## config.mk

```make
export PLATFORM = sky130hd
export DESIGN_NAME = adder_scheduler
export DESIGN_NICKNAME = d
export VERILOG_FILES = /design/src/rtl/adder_scheduler.sv
export SDC_FILE = /design/constraint.sdc
export NUM_CORES = 1
export LEC_CHECK = 0
export CAP_MARGIN = 20
export CORE_ASPECT_RATIO = 0.5
export CORE_MARGIN = 2
export CORE_UTILIZATION = 48
export DETAILED_ROUTE_END_ITERATION = 16
export DONT_BUFFER_PORTS = 1
export HOLD_SLACK_MARGIN = 0.1
export PLACE_DENSITY = 0.62
export SYNTH_ARGS = -nofsm -noshare
export SYNTH_HDL_FRONTEND = slang
export SYNTH_SLANG_ARGS = --single-unit
export TNS_END_PERCENT = 1
```

## constraint.sdc

```tcl
create_clock -name clk -period 3.75 [get_ports clk]
set_input_delay 0.9375 -clock clk [delete_from_list [all_inputs] [get_ports clk]]
set_output_delay 0.9375 -clock clk [all_outputs]
set_load 0.02 [all_outputs]
```

## src/rtl/adder_scheduler.sv

```systemverilog
// rtl/adder_scheduler.sv - two-requester arbiter feeding a serial masked byte-lane adder
// One lane per cycle keeps the datapath to a single 8-bit adder; latency is fixed at 8 cycles.
module adder_scheduler #(
    parameter bit RR_EN = 1'b1
) (
    input  logic        clk,
    input  logic        reset,
    input  logic        req0_valid,
    input  logic [63:0] req0_data,
    input  logic [7:0]  req0_mask,
    output logic        req0_ready,
    input  logic        req1_valid,
    input  logic [63:0] req1_data,
    input  logic [7:0]  req1_mask,
    output logic        req1_ready,
    output logic [7:0]  result,
    output logic        result_valid,
    output logic        result_id,
    input  logic        result_ready,
    output logic        busy
);

    typedef enum logic [1:0] {
        IDLE  = 2'd0,
        ACCUM = 2'd1,
        DONE  = 2'd2
    } state_t;

    state_t      state_q, state_d;
    logic [63:0] data_q, data_d;
    logic [7:0]  mask_q, mask_d;
    logic        id_q, id_d;
    logic [7:0]  acc_q, acc_d;
    logic [2:0]  cnt_q, cnt_d;
    logic        last_grant_q, last_grant_d;

    logic        grant_id;
    logic        accept;
    logic [7:0]  lane;

    always_comb begin
        grant_id = 1'b0;
        if (req0_valid && req1_valid) begin
            grant_id = RR_EN ? ~last_grant_q : 1'b0;
        end else begin
            grant_id = ~req0_valid;
        end

        req0_ready = 1'b0;
        req1_ready = 1'b0;
        if (state_q == IDLE && !reset) begin
            req0_ready = req0_valid & ~grant_id;
            req1_ready = req1_valid & grant_id;
        end
        accept = req0_ready | req1_ready;
    end

    assign lane = data_q[{cnt_q, 3'b000} +: 8];

    always_comb begin
        state_d      = state_q;
        data_d       = data_q;
        mask_d       = mask_q;
        id_d         = id_q;
        acc_d        = acc_q;
        cnt_d        = cnt_q;
        last_grant_d = last_grant_q;

        case (state_q)
            IDLE: begin
                if (accept) begin
                    data_d       = grant_id ? req1_data : req0_data;
                    mask_d       = grant_id ? req1_mask : req0_mask;
                    id_d         = grant_id;
                    last_grant_d = grant_id;
                    acc_d        = 8'd0;
                    cnt_d        = 3'd0;
                    state_d      = ACCUM;
                end
            end
            ACCUM: begin
                // Carry out of bit 7 is intentionally dropped (modulo-256 sum).
                if (mask_q[cnt_q]) begin
                    acc_d = acc_q + lane;
                end
                cnt_d = cnt_q + 3'd1;
                if (cnt_q == 3'd7) begin
                    state_d = DONE;
                end
            end
            DONE: begin
                if (result_ready) begin
                    state_d = IDLE;
                end
            end
            default: state_d = IDLE;
        endcase
    end

    always_ff @(posedge clk) begin
        if (reset) begin
            state_q      <= IDLE;
            data_q       <= 64'd0;
            mask_q       <= 8'd0;
            id_q         <= 1'b0;
            acc_q        <= 8'd0;
            cnt_q        <= 3'd0;
            last_grant_q <= 1'b1;
        end else begin
            state_q      <= state_d;
            data_q       <= data_d;
            mask_q       <= mask_d;
            id_q         <= id_d;
            acc_q        <= acc_d;
            cnt_q        <= cnt_d;
            last_grant_q <= last_grant_d;
        end
    end

    assign result       = acc_q;
    assign result_id    = id_q;
    assign result_valid = (state_q == DONE);
    assign busy         = (state_q != IDLE);

endmodule

```

# Word level (Yosys, flattened, before mapping)
# Cells that the tools add are included.
[totals]
regBits = 87
in_bits = 149
output_inout_bits = 13
wordCells = 50
[classes]
add_sub_neg = 2
magnitude_cmp = 1
n_eq_ne = 7
shifts = 1
muxes = 16
n_bitwise = 6
reduce_logical = 10
[op_table]
columns = ["op", "count"]
rows = [
  ["$mux 64", 1],
  ["$shiftx 64x7->8", 1],
  ["$mux 8", 3],
  ["$pmux 8 s2", 1],
  ["$add 8x8->8", 1],
  ["$mux 2", 3],
  ["$ne 2x2->1 const B", 3],
  ["$pmux 2 s3", 1],
  ["$pmux 3 s2", 1],
  ["$reduce_and 3->1", 2],
  ["$lt 3x4->1 const B", 1],
  ["$mux 1", 4],
  ["$reduce_and 2->1", 2],
  ["$reduce_bool 2->1", 2],
  ["$add 3x1->3 const B", 1],
  ["$bmux 1 s3", 1],
  ["$eq 3x3->1 const B", 1],
  ["$mux 3", 1],
  ["$not 1->1", 3],
  ["$and 1x1->1", 2],
  ["$eq 2x1->1 const B", 1],
  ["$eq 2x2->1 const B", 1],
  ["$logic_and 1x1->1", 2],
  ["$logic_not 2->1", 1],
  ["3 further kinds", 3],
]

# Logic depth before layout (Yosys ltp)
# Gate-level depths: netlist of run 1.
[logic_depth]
word_depth = 8
ltp_mapped = 11
mapped_depth_nobuf = 9

# Worst setup path before layout of run 1
# No wires, ideal clock.
[synth_path]
kind = "reg-to-reg"
start = "register cnt_q[0]"
end = "register acc_q[7] (netlist: result[7])"
setup_ps = 62
arrival_time_ps = 3207
required_ps = 3688
slack_ps = 480
stages_incl_launch_ff = 11
n_path_buf = 2
synth_period_minus_slack_ps = 3270
path_cell_list = "dfxtp_1 -> buf_6 -> clkbuf_1 -> mux4_2 -> mux2_2 -> ha_1 -> a21o_1 -> a31o_2 -> or3_4 -> a2111oi_2 -> nand3b_1"
[synth_via]
elab_chain_cells = 4
word_cells_on_any_way = 8
classes_between = "add/sub: 1; eq/ne: 1; shift: 1; mux: 4; reduce/logical: 1"
[synth_lines]
columns = ["element", "line_no", "rtl"]
rows = [
  ["start: declaration", "34", "logic [2:0] cnt_q, cnt_d;"],
  ["start signal: assignment", "115", "cnt_q <= cnt_d;"],
  ["$shiftx 64x7->8 or $bmux 1 s3 (tied branches)", "58, 83", ""],
  ["$add 8x8->8 or $mux 1 (tied branches)", "84, 83", ""],
  ["$mux 8 or $ne 2x2->1 (tied branches)", "--", ""],
  ["$pmux 8 s2 or $reduce_and 3->1 (tied branches)", "--", ""],
  ["end signal: assignment", "106", "acc_q <= 8'd0;"],
  ["end signal: assignment", "114", "acc_q <= acc_d;"],
  ["end: declaration", "33", "logic [7:0] acc_q, acc_d;"],
]
# Parallel ways exist; a longest one is shown, timed or not. The select of a mux whose other input is x is not followed.
# A chain may end at the register's enable or synchronous reset.

# Worst setup path after layout of run 1
[layout_path]
start = "register cnt_q[1]"
end = "register acc_q[7] (netlist: result[7])"
# The elaborated chain is that of the path after synthesis.

==> results of run 1 <==
==> power breakdown <==
group	internal, mW	switching [mW]	total [mW]	leakage (nW)
Combinational	0.219	0.239	0.458	1.17
Sequential	1.01	0.0664	1.08	0.716
Clock	0.472	0.378	0.850	0.129
==> synthesized netlist by cell type, drive strengths merged, types with 2 or more instances <==
master and instances:
mux2 8, dfxtp 87, xnor2 2, nor2 86, or3 3, clkbuf 20
ha 9, mux2i 75, o21bai 2, nand2 6, mux4 18, nand3 2
nand4 2, buf 18, a211oi 73, a22oi 5, nor2b 2, o21ai 6
a21o 5, a21oi 9, inv 9
==> placed cells by master, fill, tap and decap left out, types with 2 or more instances in the layout <==
cell         n
nand4_1      2
xnor2_1      2
mux2i_1     75
a21o_1       5
nor2b_1      2
mux4_1       7
a22oi_1      5
o21ai_4      2
inv_1        9
mux2_2       8
clkinvlp_4   3
ha_1         9
mux4_2      11
a21oi_1      9
a211oi_1    73
buf_4        4
nand2_1      6
inv_6        2
clkbuf_16    9
or3_1        2
nand3_1      2
o21ai_0      4
nor2_1      85
o21bai_1     2
buf_12       4
dfxtp_1     87
==> registers in the layout (all words and copies together), names as in the netlist <==
| signal | cells |
|---|---|
| mask_q | 8 |
| last_grant_q | 1 |
| cnt_q | 3 |
| result_id | 1 |
| result | 8 |
| state_q | 2 |
| data_q | 64 |
==> metal layers <==
metal | GRT usage [%] | part of all wire [%] | routed length [um]
met5 | 0 | 0 | 0
met4 | 4.95 | 0.69 | 73
met3 | 5.48 | 7.4 | 779
met2 | 30.4 | 42 | 4460
met1 | 31.7 | 50 | 5240
==> cells by family after synthesis <==
group | after synthesis | share of synthesized area (%)
multiplexers | 101 | 27.6
buffers and inverters | 47 | 4.39
XOR/XNOR | 2 | 0.380
adder cells (fa/ha/maj) | 10 | 2.88
AND/OR/NAND/NOR | 108 | 9.85
AO/OA/AOI/OAI | 107 | 17.1
flip-flops | 87 | 37.8
==> layout make-up <==
class                           instances  share of cell area (%)
Timing Repair Buffer                    8                    2.20
Tap cell                              121                    3.02
Sequential cell                        87                    34.8
Clock buffer                           11                    4.85
Inverter                                9                   0.675
Clock inverter                          5                   0.800
Multi-Input combinational cell        328                    53.7
==> worst max-delay path: cells and delay by family (launching register included) <==
kind,cells,cell delay (ns)
and+or+nand+nor,2,0.53
muxes,2,0.60
DFF,1,0.51
adders and majority gates,1,0.32
AOI/OAI and AO/OA,3,0.77
buffers and inverters,1,0.29
==> final timing paths <==
path                            cells after the start              startpoint  slack [ns]                     end
worst max-delay path                                9   cnt_q[1]$_SDFFE_PP0P_        0.67  result[7]$_SDFFE_PP0P_
worst min-delay path                                2  data_q[9]$_SDFFE_PP0P_        0.50  data_q[9]$_SDFFE_PP0P_
worst max register to register                      9   cnt_q[1]$_SDFFE_PP0P_        0.67  result[7]$_SDFFE_PP0P_
worst min register to register                      2  data_q[9]$_SDFFE_PP0P_        0.50  data_q[9]$_SDFFE_PP0P_
==> through the flow <==
stage	cell area [um2]	hold WS, ns	instances
after CTS	4990	0.493	568
after floorplan	4610	0.473	462
after detailed placement	4700	0.484	552
final	5010	0.498	569
after global routing	5010	0.518	569
after global placement	4700	0.480	552
==> impl_metrics.csv, run 1 <==
group,metric,value,unit
clocking,clockBufferDepth,2,
worst_setup_path,crit_path_frequent_cell,"a21oi_1",
worst_setup_path,cp_slowest_cell,"dfxtp_1",
timing,tns,0,ns
clocking,clock_sinks,87,
worst_setup_path,startpoint_type,"register",
routing,dr.pass1.iters,4,
power_and_ir_drop,vdd_drop_max,0.000235,V
timing,fin_worst_skew,0.00724,ns
global_route,gr-total-overflow,0,
synthesis,yosysWarnings,0,
timing,tightest_slew,0.813,ns
timing,fin_ws,0.667,ns
floorplanning,ioPinCount,162,
worst_setup_path,max_stage_delay,0.51,ns
timing,slew_headroom,45.7,%
worst_setup_path,path_class,"register to register",
finish,drive_above_1_share,10.7,%
clocking,cts_tree,"built",
global_route,grt_pass1_wl,16400,um
synthesis,synth_top_cell_by_area,"dfxtp_1",
synthesis,ys_ff_latch,87,
placement,dp_hpwl,7790,um
clocking,ctsResizeCount,0,
global_route,grt_pass1_vias,3073,
finish,final_util,53.3,%
finish,layout.nets,602,
synthesis,synth_area_leaders,"dfxtp_1 38%, mux2i_1 16%, a211oi_1 12%",
routing,final_antenna_net_count,0,
floorplanning,die_h,73.3,um
floorplanning,rows,25,
synthesis,yosys.area.top_type_share,37.8,%
timing,rsz0062_at_grt,"false",
global_route,antenna_found_initial,0,
power_and_ir_drop,p_leak,2.01,nW
placement,dp_slack,0.665,ns
status,status,"finished, final reports clean",
clocking,cts_root_buffer,"clkbuf_16",
timing,min_period,3.08,ns
floorplanning,design.core.area,0.00938,mm2
worst_setup_path,crit_arrival,3.36,ns
hold_path,holdCritPathClass,"register to register",
finish,seqCellArea,0.00174,mm2
timing,setup_viol,0,
synthesis,synth_seq_area_share,37.8,%
routing,viasPerCell,5.88,
worst_setup_path,worst-path-max-fanout,15,
clocking,clk_latency,0.34,ns
clocking,postCtsSetupBuffers,0,
finish,syn2layout_area_growth,8.55,%
synthesis,syn-cell-area,0.00461,mm2
synthesis,syn_nets,621,
synthesis,syn_avg_cell_area,9.98,um2
floorplanning,die_width,143,um
clocking,clkTransAtPathRegs,0.06,ns
worst_setup_path,crit_required,4.03,ns
finish,nFillCells,873,
routing,first_iter_violations,270,
clocking,ctsHoldBuffers,0,
finish,multi_input_area,0.00269,mm2
placement,portBuffers,0,
power_and_ir_drop,powerDensity,477,mW/mm2
synthesis,synthDistinctLibCells,43,
routing,drt_wl_total,10600,um
timing,fin_crit_sh,82.2,%
clocking,cts_made_buffers,9,
timing,slew_viol_final,0,
floorplanning,die_area,0.0105,mm2
synthesis,synthArstFlopShare,0,%
job,cap_violations,0,
synthesis,synth-edff-count,0,
synthesis,ys.flop_type,"dfxtp_1",
placement,gp_congestion,0.844,
global_route,grt_usage,21.1,%
timing,hold_viol_final,0,
worst_setup_path,path_cells,"buf_4 > mux4_1 > mux2_2 > ha_1 > a21oi_1 > a21oi_1 > or3_4 > a2111oi_2 > nand3b_1",
routing,vias,3347,
timing,fmax,324,MHz
finish,antenna_cells,0,
synthesis,synthCells,462,
routing,drc_errors,0,
clocking,cts_max_level,3,
routing,wire_per_inst,18.5,um
worst_setup_path,worstSetupEndpointType,"register",
floorplanning,start_util,49.1,%
power_and_ir_drop,finalPower,2.39,mW
global_route,grt_max_degree,90,
(Power assumes the default switching activity.)
==> inputs of run 2 (changes only) <==
Clock period 3.75 ns to 3 ns, I/O delays scaled along.
==> run 2 against run 1 <==
  * Wire length up 1.2%
  * Maximum frequency up 5.7%
  * Sequential power up 24%
  * Cell area up 1.9%
  * Clock skew down 0.0031 ns
  * Sequential share of layout area down 0.64 points
  * Critical path type unchanged
  * Critical endpoint unchanged
  * Largest cell class unchanged
==> impl_metrics.csv, run 2 (synthesis gave the netlist of run 1 again) <==
group,metric,value,unit
status,status,"finished, final reports clean",
timing,slew_viol_final,0,
finish,layout.nets,614,
routing,wire_per_inst,18.4,um
finish,antenna_cells,0,
finish,syn2layout_area_growth,10.7,%
worst_setup_path,startpoint_type,"register",
worst_setup_path,worstSetupEndpointType,"register",
placement,placed_cell_area,0.00480,mm2
hold_path,whs_endpoint,"data_q[8]$_SDFFE_PP0P_",
global_route,grt_usage,21.2,%
clocking,clkTransAtPathRegs,0.06,ns
timing,slew_headroom,52.9,%
timing,fmax,343,MHz
worst_setup_path,reg2reg_to,"result[7]$_SDFFE_PP0P_",
finish,final_util,54.4,%
floorplanning,ioPinCount,162,
power_and_ir_drop,p_switching,0.843,mW
finish,mostFrequentLayoutCells,"86 x dfxtp_1, 85 x nor2_1, 75 x mux2i_1",
global_route,antenna_found_initial,0,
timing,tns,0,ns
floorplanning,start_util,49.1,%
finish,mostFrequentLayoutCell,"dfxtp_1",
routing,viasPerCell,5.92,
finish,nFillCells,858,
floorplanning,design.core.area,0.00938,mm2
routing,drt_wl_total,10700,um
finish,final-instance-count-excl-fill,581,
placement,dp_hpwl,7910,um
timing,fin_worst_skew,0.00411,ns
clocking,cts_root_buffer,"clkbuf_16",
placement,gp_congestion,0.859,
worst_setup_path,worst-path-max-fanout,3,
global_route,grt_pass1_vias,3131,
timing,rsz0062_at_grt,"false",
routing,dr.pass1.iters,4,
timing,setup_viol,0,
power_and_ir_drop,seqPwrFrac,45.2,%
worst_setup_path,r2r_slack,0.08,ns
worst_setup_path,cp_num_cells,9,
routing,vias,3437,
clocking,ctsHoldBuffers,0,
worst_setup_path,crit_arrival,3.20,ns
clocking,cts_max_level,3,
worst_setup_path,crit_required,3.28,ns
job,cap_violations,0,
worst_setup_path,max_stage_delay,0.50,ns
power_and_ir_drop,p_int,2.12,mW
placement,dp.cells,562,
placement,portBuffers,0,
floorplanning,die_area,0.0105,mm2
worst_setup_path,path_class,"register to register",
finish,largest-register,"data_q",
timing,min_period,2.92,ns
clocking,clk_latency,0.34,ns
timing,fin_crit_sh,97.2,%
hold_path,whs_path_depth,1,
routing,drc_errors,0,
power_and_ir_drop,p_leak,2.07,nW
power_and_ir_drop,vdd_drop_max,0.000321,V
worst_setup_path,path_cells,"buf_4 > mux4_2 > mux2_2 > ha_1 > a21o_1 > a31o_2 > or3_4 > a2111oi_2 > nand3b_1",
floorplanning,die_width,143,um
hold_path,holdCritPathClass,"primary input to register",
power_and_ir_drop,sw_frac_of_total,28.4,%
power_and_ir_drop,pwr-share-clk,34.2,%
global_route,grt_max_degree,90,
timing,tightest_slew,0.701,ns
global_route,grt_pass1_wl,16600,um
clocking,cts_tree,"built",
worst_setup_path,cp_slowest_cell,"mux4_2",
worst_setup_path,r2r_start,"cnt_q[1]$_SDFFE_PP0P_",
timing,hold_viol_final,0,
clocking,clock_sinks,87,
finish,drive_above_1_share,13.5,%
finish,design_area,0.00510,mm2
clocking,cts_made_buffers,9,
routing,final_antenna_net_count,0,
global_route,gr-total-overflow,0,
worst_setup_path,ff2ff_path_depth,9,
clocking,clockBufferDepth,2,
finish,largest_reg_flops,64,
hold_path,hold_start,"reset",
floorplanning,die_h,73.3,um
power_and_ir_drop,pwr-share-comb,20.5,%
worst_setup_path,critical_path_buf_inv_count,1,
worst_setup_path,crit_family,"multiplexers",
routing,first_iter_violations,244,
floorplanning,rows,25,
power_and_ir_drop,powerDensity,581,mW/mm2
run 2: what timing repair did:
| action | 4_1_cts | 5_1_grt |
|---|---|---|
| pin swaps | 0 | 1 |
| buffers inserted | 0 | 3 |
| gates resized for setup | 1 | 3 |
| setup endpoints to repair | 1 | 3 |
run 2: power groups by stage:
stage | Combinational (mW) | Clock [mW] | Sequential, mW
floorplan | 0.497 | 0 | 1.33
global placement | 0.590 | 0 | 1.37
detailed placement | 0.600 | 0 | 1.37
CTS | 0.603 | 1.04 | 1.34
global route | 0.683 | 1.09 | 1.35
finish | 0.609 | 1.02 | 1.34
run 2: final cells by class:
cell class	instances	area, um2	area share [%]
inverter	9	33.8	0.662
timing repair buffer	20	216	4.24
tap	121	151	2.97
multi-input combinational	328	2690	52.8
clock inverter	5	33.8	0.662
clock buffer	11	233	4.56
sequential	87	1740	34.2
run 2: how the worst max path moves through the flow:
stage	startpoint	to	slack, ns
floorplan	cnt_q[0]$_SDFFE_PP0P_	result[7]$_SDFFE_PP0P_	0.01
global placement	cnt_q[0]$_SDFFE_PP0P_	result[4]$_SDFFE_PP0P_	0.06
detailed placement	cnt_q[0]$_SDFFE_PP0P_	result[4]$_SDFFE_PP0P_	0.01
CTS	cnt_q[0]$_SDFFE_PP0P_	result[7]$_SDFFE_PP0P_	0.002
global route	cnt_q[0]$_SDFFE_PP0P_	result[7]$_SDFFE_PP0P_	0.001
finish	cnt_q[1]$_SDFFE_PP0P_	result[7]$_SDFFE_PP0P_	0.08
run 2: metrics by stage:
step / hold slack (ns) / total power, mW / setup slack [ns]
floorplan: 0.473 / 1.83 / 0.0110
finish: 0.492 / 2.97 / 0.0843
global route: 0.469 / 3.12 / 0.00117
global placement: 0.485 / 1.96 / 0.0565
detailed placement: 0.487 / 1.97 / 0.0101
CTS: 0.475 / 2.98 / 0.00169
run 2: metal layers:
metal	share of wire [%]	global-route usage, %	vias up
met5	0	0	-
met3	6.7	6.58	11
met2	42	30.7	111
li1	-	-	1727
met4	1.0	5.17	0
met1	50	30.9	1588
